## config.mk

```make
export PLATFORM = sky130hd
export DESIGN_NAME = pipe_stage_reg
export DESIGN_NICKNAME = d
export VERILOG_FILES = /design/src/rtl/pipe_pkg.sv /design/src/rtl/pipe_slot.sv /design/src/rtl/pipe_stage_reg.sv
export SDC_FILE = /design/constraint.sdc
export NUM_CORES = 1
export LEC_CHECK = 0
export CAP_MARGIN = 20
export CELL_PAD_IN_SITES_DETAIL_PLACEMENT = 2
export CELL_PAD_IN_SITES_GLOBAL_PLACEMENT = 2
export CORE_UTILIZATION = 39
export CTS_BUF_LIST = sky130_fd_sc_hd__clkbuf_16
export DETAILED_ROUTE_END_ITERATION = 10
export GPL_TIMING_DRIVEN = 0
export PLACE_DENSITY = 0.95
export SYNTH_ARGS = -nofsm -noshare
export SYNTH_HDL_FRONTEND = slang
export SYNTH_HIERARCHICAL = 1
export SYNTH_SLANG_ARGS = --single-unit
```

## constraint.sdc

```tcl
create_clock -name clk -period 6.1 [get_ports clk]
set_input_delay 0.61 -clock clk [delete_from_list [all_inputs] [get_ports clk]]
set_output_delay 0.61 -clock clk [all_outputs]
set_load 0.05 [all_outputs]
```

## src/rtl/pipe_pkg.sv

```systemverilog
// Shared types and EX/MEM field layout for the flow-controlled pipeline stage registers.
package pipe_pkg;

    typedef enum logic [1:0] {
        ST_EMPTY = 2'd0,
        ST_FULL  = 2'd1,
        ST_SKID  = 2'd2
    } state_e;

    localparam int EX_MEM_CTRL_W = 5;
    localparam int EX_MEM_DATA_W = 102;

    localparam int CTRL_REGDST   = 0;
    localparam int CTRL_REGWRITE = 1;
    localparam int CTRL_BRANCH   = 2;
    localparam int CTRL_MEMREAD  = 3;
    localparam int CTRL_MEMWRITE = 4;

    localparam int DATA_WREG_LSB    = 0;
    localparam int DATA_RDATA2_LSB  = 5;
    localparam int DATA_ALU_RES_LSB = 37;
    localparam int DATA_ZERO_BIT    = 69;
    localparam int DATA_PC_BR_LSB   = 70;

    function automatic logic [EX_MEM_CTRL_W-1:0] pack_ex_mem_ctrl(
        input logic reg_dst, input logic reg_write, input logic branch,
        input logic mem_read, input logic mem_write);
        logic [EX_MEM_CTRL_W-1:0] c;
        c                = '0;
        c[CTRL_REGDST]   = reg_dst;
        c[CTRL_REGWRITE] = reg_write;
        c[CTRL_BRANCH]   = branch;
        c[CTRL_MEMREAD]  = mem_read;
        c[CTRL_MEMWRITE] = mem_write;
        return c;
    endfunction

    function automatic logic [EX_MEM_DATA_W-1:0] pack_ex_mem_data(
        input logic [31:0] pc_br, input logic zero, input logic [31:0] alu_res,
        input logic [31:0] rdata2, input logic [4:0] wreg);
        logic [EX_MEM_DATA_W-1:0] d;
        d                             = '0;
        d[DATA_WREG_LSB    +: 5]      = wreg;
        d[DATA_RDATA2_LSB  +: 32]     = rdata2;
        d[DATA_ALU_RES_LSB +: 32]     = alu_res;
        d[DATA_ZERO_BIT]              = zero;
        d[DATA_PC_BR_LSB   +: 32]     = pc_br;
        return d;
    endfunction

endpackage

```

## src/rtl/pipe_slot.sv

```systemverilog
// One valid+ctrl+data holding register; load captures in one cycle, kill (wins over load)
// invalidates and clears ctrl while data is held. No flow control of its own.
module pipe_slot #(
    parameter int CTRL_W = 5,
    parameter int DATA_W = 102
) (
    input  logic              clk,
    input  logic              rst_n,
    input  logic              load,
    input  logic              kill,
    input  logic [CTRL_W-1:0] d_ctrl,
    input  logic [DATA_W-1:0] d_data,
    output logic              q_vld,
    output logic [CTRL_W-1:0] q_ctrl,
    output logic [DATA_W-1:0] q_data
);

    logic              vld_q,  vld_d;
    logic [CTRL_W-1:0] ctrl_q, ctrl_d;
    logic [DATA_W-1:0] data_q, data_d;

    always_comb begin
        vld_d  = vld_q;
        ctrl_d = ctrl_q;
        data_d = data_q;
        if (kill) begin
            vld_d  = 1'b0;
            ctrl_d = '0;
        end else if (load) begin
            vld_d  = 1'b1;
            ctrl_d = d_ctrl;
            data_d = d_data;
        end
    end

    always_ff @(posedge clk or negedge rst_n) begin
        if (!rst_n) begin
            vld_q  <= 1'b0;
            ctrl_q <= '0;
            data_q <= '0;
        end else begin
            vld_q  <= vld_d;
            ctrl_q <= ctrl_d;
            data_q <= data_d;
        end
    end

    assign q_vld  = vld_q;
    assign q_ctrl = ctrl_q;
    assign q_data = data_q;

endmodule

```

## src/rtl/pipe_stage_reg.sv

```systemverilog
// Valid/ready pipeline stage register, 1-cycle latency, optional skid slot; with SKID=1 in_ready
// is registered (drops once two entries are held), with SKID=0 it follows out_ready combinationally.
module pipe_stage_reg
    import pipe_pkg::*;
#(
    parameter int CTRL_W = EX_MEM_CTRL_W,
    parameter int DATA_W = EX_MEM_DATA_W,
    parameter bit SKID   = 1'b1
) (
    input  logic              clk,
    input  logic              rst_n,
    input  logic              flush,
    input  logic              in_valid,
    output logic              in_ready,
    input  logic [CTRL_W-1:0] in_ctrl,
    input  logic [DATA_W-1:0] in_data,
    output logic              out_valid,
    input  logic              out_ready,
    output logic [CTRL_W-1:0] out_ctrl,
    output logic [DATA_W-1:0] out_data,
    output logic [1:0]        occupancy
);

    state_e            state_q, state_d;
    logic              accept, consume;
    logic              main_load, main_kill, main_from_skid;
    logic              skid_load, skid_kill;
    logic              main_vld, skid_vld;
    logic [CTRL_W-1:0] main_ctrl, skid_ctrl, main_d_ctrl;
    logic [DATA_W-1:0] main_data, skid_data, main_d_data;

    assign out_valid = main_vld;
    assign in_ready  = SKID ? (state_q != ST_SKID) : (!main_vld || out_ready);
    assign accept    = in_valid && in_ready;
    assign consume   = main_vld && out_ready;

    always_comb begin
        state_d        = state_q;
        main_load      = 1'b0;
        main_kill      = 1'b0;
        main_from_skid = 1'b0;
        skid_load      = 1'b0;
        skid_kill      = 1'b0;
        if (flush) begin
            // Redirect: anything held or offered this cycle is dropped.
            state_d   = ST_EMPTY;
            main_kill = 1'b1;
            skid_kill = 1'b1;
        end else begin
            unique case (state_q)
                ST_EMPTY: begin
                    if (accept) begin
                        main_load = 1'b1;
                        state_d   = ST_FULL;
                    end
                end
                ST_FULL: begin
                    if (accept && consume) begin
                        main_load = 1'b1;
                    end else if (accept && SKID) begin
                        skid_load = 1'b1;
                        state_d   = ST_SKID;
                    end else if (consume) begin
                        main_kill = 1'b1;
                        state_d   = ST_EMPTY;
                    end
                end
                ST_SKID: begin
                    if (consume) begin
                        main_load      = 1'b1;
                        main_from_skid = 1'b1;
                        skid_kill      = 1'b1;
                        state_d        = ST_FULL;
                    end
                end
                default: state_d = ST_EMPTY;
            endcase
        end
    end

    always_ff @(posedge clk or negedge rst_n) begin
        if (!rst_n) state_q <= ST_EMPTY;
        else        state_q <= state_d;
    end

    assign main_d_ctrl = main_from_skid ? skid_ctrl : in_ctrl;
    assign main_d_data = main_from_skid ? skid_data : in_data;

    pipe_slot #(.CTRL_W(CTRL_W), .DATA_W(DATA_W)) u_main (
        .clk    (clk),
        .rst_n  (rst_n),
        .load   (main_load),
        .kill   (main_kill),
        .d_ctrl (main_d_ctrl),
        .d_data (main_d_data),
        .q_vld  (main_vld),
        .q_ctrl (main_ctrl),
        .q_data (main_data)
    );

    if (SKID) begin : g_skid
        pipe_slot #(.CTRL_W(CTRL_W), .DATA_W(DATA_W)) u_skid (
            .clk    (clk),
            .rst_n  (rst_n),
            .load   (skid_load),
            .kill   (skid_kill),
            .d_ctrl (in_ctrl),
            .d_data (in_data),
            .q_vld  (skid_vld),
            .q_ctrl (skid_ctrl),
            .q_data (skid_data)
        );
    end else begin : g_no_skid
        logic unused_skid_ctl;
        assign unused_skid_ctl = skid_load | skid_kill;
        assign skid_vld  = 1'b0;
        assign skid_ctrl = '0;
        assign skid_data = '0;
    end

    // Empty stage must look like a bubble: no stray RegWrite/MemWrite downstream.
    assign out_ctrl  = main_vld ? main_ctrl : '0;
    assign out_data  = main_data;
    assign occupancy = {1'b0, main_vld} + {1'b0, skid_vld};

endmodule

```

==> run summary, run 1 <==
reg2reg start: u_main/q_vld
setup_tns: 0 ns
sequential area share after synthesis: 52.42%
initial antenna violation count: 1
fin util: 53.09%
chip width: 165.4 µm
Worst Path Max Fanout: 10
cell area power density: 405.5 nW/µm²
Clk Latency, worst-skew pair: 0.52 ns
Yosys reg bits: 218
DR DRC count: 26
largest area contributor in the netlist: dfrtp_1
root buffer cell: clkbuf_16
clock sinks: 218
DR pass1 iterations: 7
Crit path max-delay family: buffers and inverters
Post-CTS Hold Buffers: 0
Vias/cell: 4.952
synthesized area: 10410 µm²
Mapped Cells: 616
critical path launch point type: register
crit path launch: u_main/q_vld
CP required: 5.49 ns
top cell type's share of synthesized area: 52.42%
uppermost layer routed: met4
max frequency: 354.6 MHz
Net Count, Synth: 729
reg2reg end: u_main/q_data[74]
Total Routing Usage GR: 21.84%
Slew HR: 41.26%
Final Max Slew Viols: 0
Resized Gates After CTS: 0
Hold Path Class: input pin to asynchronous set/reset pin
Cell Area, Placed: 13100 µm²
# rows: 59
crit path buf inv count: 1
starting density of the core: 39.82%
Worst Setup EP: occupancy[0]
prevailing post-synth register cell: dfrtp_1
R2R setup slack: 3.54 ns
failing checks: DRC
WL met3: 1711 µm
H-tree depth: 1
Die H: 165.4 µm
first-pass GRT wire length: 44860 µm
outcome: finished, violations left
# IOs: 223
final worst-path cycle share: 46.24%
die area: 27340 µm²
Critical Path Slowest Stage Cell: clkdlybuf4s50_1
WP depth: 2
core area: 26130 µm²
syn avg cell area: 16.89 µm²
crit-path cells: ha_1 -> clkdlybuf4s50_1
grt total ovfl: 0
layout cells sized above 1: 40.43%
share of flip-flops with an asynchronous set or reset: 100.0%
synth top area cells: dfrtp_1, mux2_4, mux2_2
Routed met1 length: 11480 µm
unrepaired setup endpoints after global routing: no
Leak: 0.006003 µW
wire per inst: 24.23 µm
vias post-DR: 6036
Worst-Margin Slew: 0.8794 ns
total wire length: 29540 µm
# setup viols final: 0
Synth cell types: 26
Synth Warn #: 6
hpwl dp: 20300 µm
most common cell in the netlist: dfrtp_1
Inst Count DP: 1174
maximum ir drop on the vdd rail: 0.0002380 V
Crit Path Class: register to primary output
routed wl met2: 15620 µm
crit-path max cell delay: 0.85 ns
Final Wtd Congestion: 0.7272
TritonCTS Buffers: 26
nets: 980
Non-Filler Instances: 1219
Setup Skew: 0.006642 ns
largest net degree at the start of global routing: 94
Tmin final: 2.820 ns
Hold Fails Final Rpt: 0
area growth from synthesis to layout: 33.33%
most frequent cells after synthesis: dfrtp_1, mux2_4, mux2_2
Worst Setup End Kind: primary output
max_cap viols: 0
TritonCTS clock tree: built
Routed Antenna Nets: 0
DRT iter0 DRCs: 237
vias in the first global route: 7307
Post-synth EDFFs: 0
setup bufs post-CTS: 0
CTS Buffer Depth: 3
r2r worst-path depth: 6
post-route cell area: 13870 µm²
Reg clk slew, reported paths: 0.06 ns
I/O Buffers: 221
WP data arrival: 2.21 ns
==> final cells by class <==
cell class | instances | area (µm²)
flip-flops and latches | 218 | 5455
well taps | 335 | 419.2
clock buffers | 27 | 675.6
fillers | 2340 | 12260
multi-input cells | 362 | 4457
clock inverters | 17 | 98.84
repair buffers | 223 | 2272
plain buffers | 36 | 494.2
diodes | 1 | 2.502
==> layer usage <==
| layer | track usage (%) | vias to the layer above |
|---|---|---|
| li1 | - | 2694 |
| met1 | 25.26 | 3148 |
| met2 | 40.38 | 154 |
| met3 | 4.795 | 40 |
| met4 | 5.744 | 0 |
| met5 | 0 | - |
==> where the power goes <==
group	switching (µW)	internal (µW)	total (µW)
clock network	597	831	1430
logic	1090	949	2030
registers	284	1880	2160
total	1970	3660	5630
==> sequential cells by signal, summed over array words and instances, names as in the netlist <==
signal and cells:
u_main/q_ctrl 5, u_main/q_vld 1, g_skid.u_skid/q_vld 1, u_main/q_data 102, g_skid.u_skid/q_data 102, state_q 2, g_skid.u_skid/q_ctrl 5
==> through the flow <==
step | total power, µW | hold slack (ns) | worst slack [ns]
after floorplan | 3452 | 0.3144 | 3.700
after global placement | 4081 | 0.4831 | -5.314
after detailed placement | 4203 | 0.4893 | 2.969
after CTS | 5697 | 0.02076 | 3.248
after global routing | 5849 | 0.02782 | 3.196
final | 5626 | 0.02151 | 3.280
==> layout by cell type, fill, tap and decap left out, types with 2 or more instances in the layout <==
master	netlist	routed
a21oi_1	2	2
and2_1	5	5
buf_12	18	18
buf_16	0	2
buf_2	7	7
buf_4	5	5
buf_6	5	5
clkbuf_16	0	27
clkdlybuf4s50_1	0	220
clkinv_1	0	3
clkinv_2	0	3
dfrtp_1	218	218
inv_1	0	9
mux2_1	30	30
mux2_2	121	121
mux2_4	160	160
mux2i_1	10	10
nand2_1	2	2
nand2b_1	3	3
nor2_1	14	14
nor2b_1	3	3
nor2b_4	2	2
or2_2	2	2
==> how the worst min path moves through the flow <==
stage	endpoint	cells past startpoint	start
after floorplan	g_skid.u_skid/q_ctrl[0]	0	rst_n
after global placement	g_skid.u_skid/q_data[101]	1	g_skid.u_skid/q_data[101]
after detailed placement	g_skid.u_skid/q_data[64]	1	g_skid.u_skid/q_data[64]
after CTS	u_main/q_data[3]	1	rst_n
after global routing	u_main/q_data[3]	1	rst_n
final	u_main/q_data[3]	1	rst_n
==> worst reg2reg max path, delay by kind of cell (launching register included) <==
kind / cells / cell delay [ns]
buffers and inverters: 2 / 0.51
muxes: 2 / 0.63
and+or+nand+nor: 2 / 0.76
DFF: 1 / 0.54
==> kinds of logic (layout without fill, tap and decap cells) <==
kind of cell / after synthesis / count (layout) / share of synthesized area [%]
adder cells (fa/ha/maj): 1 / 1 / 0.1202
flip-flops: 218 / 218 / 52.42
buffers and inverters: 36 / 303 / 4.749
other: 0 / 1 / 0
AND/OR/NAND/NOR: 34 / 34 / 1.936
multiplexers: 321 / 321 / 40.39
AO/OA/AOI/OAI: 6 / 6 / 0.3849
(Power assumes the default switching activity.)
==> run 2: changes to the inputs <==
- CORE_UTILIZATION: 39 -> 36
- PLACE_DENSITY: 0.95 -> 0.91
- clock period: 6.1 -> 2.9 ns (I/O delays scaled with it)
==> run 2 against run 1 <==
Compared with the run above:
- the flow now finishes without violations
- clock-buffer cell count down 2
- design area up 0.31%
- routed wire length down 5.1%
- worst hold slack better by 0.089 ns
- via count down 0.38%
- critical path depth up 4
- die area up 8.2%
==> run summary, run 2 (synthesis results as in run 1) <==
Top Usage Layer GRT: met2
Slew HR: 47.81%
vias post-DR: 6013
vias in the first global route: 7240
Reg clk slew, reported paths: 0.06 ns
Routed Antenna Nets: 0
unrepaired setup endpoints after global routing: no
Inst Count DP: 1217
grt met1 use: 22.02%
commonest non-fill, non-tap cells in the layout: clkdlybuf4s50_1, dfrtp_1, mux2_4
Clk Latency, worst-skew pair: 0.51 ns
Crit Path Class: register to register
outcome: finished clean
DRT iter0 DRCs: 201
critical path launch point type: register
chip width: 172.0 µm
Vias/cell: 4.757
Total Routing Usage GR: 19.33%
Final Wtd Congestion: 0.7307
Final Max Slew Viols: 0
R2R setup slack: 0.36 ns
Worst-Margin Slew: 0.7813 ns
wire per inst: 22.17 µm
Cell Area, Placed: 13150 µm²
initial antenna violation count: 3
Worst Path Max Fanout: 10
post-route cell area: 13920 µm²
# rows: 61
CTS Buffer Depth: 3
hpwl dp: 19470 µm
root buffer cell: clkbuf_16
nets: 980
grt total ovfl: 0
crit path buf inv count: 2
Leak: 0.005993 µW
# setup viols final: 0
WP data arrival: 2.93 ns
clock sinks: 218
Worst Setup End Kind: register
Critical Path Slowest Stage Cell: dfrtp_1
GR Layer Usage met2: 35.62%
setup bufs post-CTS: 0
DR DRC count: 0
H-tree depth: 1
first-pass GRT wire length: 43540 µm
core area: 28090 µm²
DR pass1 iterations: 4
largest net degree at the start of global routing: 94
Crit path max-delay family: simple AND/OR/NAND/NOR gates
starting density of the core: 37.05%
reg2reg end: u_main/q_data[68]
Hold EP: state_q[1]
Die H: 172.0 µm
Non-Filler Instances: 1264
reg2reg start: u_main/q_vld
commonest non-fill, non-tap cell in the layout: clkdlybuf4s50_1
Hold Path Depth: 2
TritonCTS Buffers: 25
Hold Fails Final Rpt: 0
maximum ir drop on the vdd rail: 0.0004000 V
worst hold-check slack: 0.1102 ns
max frequency: 393.7 MHz
met3 global-route usage: 4.601%
area growth from synthesis to layout: 33.75%
TritonCTS clock tree: built
CP required: 3.29 ns
Hold Path Origin: flush
r2r worst-path depth: 6
cell area power density: 843.0 nW/µm²
Tmin final: 2.540 ns
layout cells sized above 1: 40.05%
Resized Gates After CTS: 0
crit-path max cell delay: 0.55 ns
Setup Skew: 0.01432 ns
I/O Buffers: 221
die area: 29590 µm²
fin util: 49.55%
max_cap viols: 0
Post-CTS Hold Buffers: 1
crit-path cells: nand2_1 -> nor3_4 -> buf_4 -> buf_6 -> mux2_1 -> mux2_4
# IOs: 223
Hold Path Class: input pin to register
setup_tns: 0 ns
final worst-path cycle share: 87.58%
total wire length: 28020 µm
-- run 2: changes by cell type in the layout (fill, tap and decap cells not counted) --
cell	previous run	this run
clkbuf_16	27	25
dlygate4sd3_1	0	1
diode_2	1	2
bufinv_16	1	2
clkinv_2	3	2
clkinv_1	3	6
inv_6	1	0
-- run 2: area by class of cell --
| type | count | area (µm²) |
|---|---|---|
| Fill cell | 2623 | 14170 |
| Sequential cell | 218 | 5455 |
| Multi-Input combinational cell | 362 | 4457 |
| Timing Repair Buffer | 224 | 2282 |
| Clock buffer | 25 | 625.6 |
| Buffer | 36 | 494.2 |
| Tap cell | 378 | 473.0 |
| Clock inverter | 19 | 126.4 |
| Antenna cell | 2 | 5.005 |
-- run 2: per-stage QoR --
stage | setup WS, ns | total power, µW
final | 0.3602 | 11730
after global routing | 0.1887 | 12240
after detailed placement | 0.1186 | 8813
after floorplan | 0.5005 | 7262
after global placement | -8.219 | 8594
after CTS | 0.2464 | 11920
-- run 2: worst max path at each step --
stage,start,end,cells after the start
final,u_main/q_vld,u_main/q_data[68],6
after global routing,u_main/q_vld,u_main/q_data[90],6
after CTS,u_main/q_vld,u_main/q_data[90],6
after detailed placement,out_ready,u_main/q_data[68],7
after global placement,rst_n,u_main/q_data[54],1
after floorplan,u_main/q_vld,u_main/q_data[100],8
-- run 2: routing by layer --
layer	share of wire, %	up-vias
li1	-	2696
met1	39	3124
met2	53	150
met3	5.8	43
met4	2.4	0
met5	0	-
-- run 2: report_power, final --
part	switching (µW)	internal [µW]	total, µW	leakage, µW
logic	2260	2000	4260	0.00292
clock network	1230	1720	2960	0.000402
registers	566	3950	4520	0.00267
-- run 2: worst reg2reg max path, delay by kind of cell, from the launching register on --
kind	cells	cell delay, ns
flip-flops	1	0.55
multiplexers	2	0.63
AND/OR/NAND/NOR	2	0.75
buffers and inverters	2	0.48
==> run 3: changes to the inputs <==
- ABC_CLOCK_PERIOD_IN_PS: not set -> 2900
- PLACE_DENSITY: 0.91 -> not set
- PLACE_DENSITY_LB_ADDON: not set -> 0.1
==> run 3 against run 2 <==
Compared with the run above:
- clock skew shrank 0.0022 ns
- sequential power is essentially flat
- design area shrank 0.19%
- power shrank 0.31%
- setup slack lost 0.059 ns
- critical path type unchanged
- largest cell class unchanged
==> run summary, run 3 (synthesis results as in run 1) <==
Final Wtd Congestion: 0.7421
total wire length: 26440 µm
layout cells sized above 1: 39.95%
Clk Latency, worst-skew pair: 0.52 ns
n_diodes: 0
Slew HR: 45.51%
Worst Setup End Kind: register
max frequency: 384.8 MHz
WP data arrival: 2.99 ns
DR pass1 iterations: 4
critical path launch point type: register
cell area power density: 842.0 nW/µm²
# IOs: 223
Final Max Slew Viols: 0
setup ws final: 0.3013 ns
die area: 29590 µm²
unrepaired setup endpoints after global routing: no
# setup viols final: 0
I/O Buffers: 221
vias in the first global route: 7123
Hold EP: state_q[1]
area growth from synthesis to layout: 33.50%
Hold Path Class: input pin to register
Worst Path Max Fanout: 10
Total Routing Usage GR: 18.13%
H-tree depth: 1
Resized Gates After CTS: 0
starting density of the core: 37.05%
final worst-path cycle share: 89.61%
DR DRC count: 0
first-pass GRT wire length: 41350 µm
Fill cells: 2606
reg2reg start: u_main/q_vld
PnR Total Power: 11700 µW
pre-CTS setup slack: -0.005236 ns
grt total ovfl: 0
Routed Antenna Nets: 0
chip width: 172.0 µm
Setup Skew: 0.01207 ns
largest net degree at the start of global routing: 117
vias post-DR: 6015
CTS Buffer Depth: 3
initial antenna violation count: 2
TritonCTS Buffers: 27
Leak: 0.005985 µW
r2r worst-path depth: 6
maximum ir drop on the vdd rail: 0.0004134 V
nets: 981
wire per inst: 21.00 µm
max_cap viols: 0
Hold Path Depth: 2
outcome: finished clean
Vias/cell: 4.778
setup bufs post-CTS: 0
# rows: 61
hpwl dp: 18270 µm
core area: 28090 µm²
Post-CTS Hold Buffers: 1
TritonCTS clock tree: built
R2R setup slack: 0.30 ns
clock sinks: 218
Crit Path Class: register to register
Die H: 172.0 µm
Tmin final: 2.599 ns
Hold Path Origin: flush
Hold Fails Final Rpt: 0
commonest non-fill, non-tap cell in the layout: clkdlybuf4s50_1
DRT iter0 DRCs: 135
Worst-Margin Slew: 0.8174 ns
commonest non-fill, non-tap cells in the layout: clkdlybuf4s50_1, dfrtp_1, mux2_4
reg2reg end: u_main/q_data[81]
Reg clk slew, reported paths: 0.05 ns
root buffer cell: clkbuf_16
CP required: 3.29 ns
## run 3: cell types whose count changed in the layout (fill, tap and decap cells not counted), sizes merged
cell / before / now
buf: 38 / 37
bufinv: 2 / 1
clkbuf: 26 / 28
clkinv: 8 / 4
diode: 2 / 0
inv: 9 / 10
## run 3: worst max-delay path by stage
stage | start | endpoint | cells past startpoint
2_1_floorplan | u_main/q_vld | u_main/q_data[100] | 8
4_1_cts | u_main/q_vld | u_main/q_data[83] | 6
3_3_place_gp | rst_n | u_main/q_data[26] | 1
3_5_place_dp | out_ready | u_main/q_data[83] | 7
6_report | u_main/q_vld | u_main/q_data[81] | 6
5_1_grt | u_main/q_vld | u_main/q_data[77] | 6
## run 3: through the flow
stage / instances / utilization, % / setup TNS, ns / area, µm² / hold WS (ns)
3_5_place_dp: 1216 / 46.73 / -0.01032 / 13120 / 0.3962
2_1_floorplan: 616 / - / 0 / 10410 / -0.005591
3_3_place_gp: 1215 / 46.61 / -1655.18 / 13090 / 0.4835
5_1_grt: 1259 / 49.46 / 0 / 13890 / 0.07537
4_1_cts: 1259 / 49.46 / 0 / 13890 / 0.05027
6_report: 1259 / 49.46 / 0 / 13890 / 0.07183
## run 3: layer usage
metal | wire length [µm] | vias to the layer above | part of all wire [%] | GRT usage [%]
li1 | - | 2703 | - | -
met1 | 10960 | 3101 | 41 | 22.13
met2 | 13160 | 170 | 50 | 31.50
met3 | 1739 | 39 | 6.6 | 5.104
met4 | 558 | 2 | 2.1 | 4.232
met5 | 12 | - | 0.045 | 0
## run 3: layout make-up
class                      count  area (µm²)  share of cell area, %
timing repair buffer         223        2255                  16.23
tap                          378       473.0                  3.404
buffer                        36       494.2                  3.558
clock buffer                  27       675.6                  4.864
sequential                   218        5455                  39.27
clock inverter                15       82.58                 0.5944
multi-input combinational    362        4457                  32.08
## run 3: worst max-delay path, cell delays in order, from the launching register on
cell and delay (ns):
dfrtp_1 0.54, nand2_1 0.27, nor3_4 0.54, buf_4 0.31, buf_6 0.19, mux2_1 0.35
mux2_4 0.26
## run 3: where the power goes
group	internal, µW	switching (µW)
registers	3950	549
clock network	1740	1230
logic	1990	2240
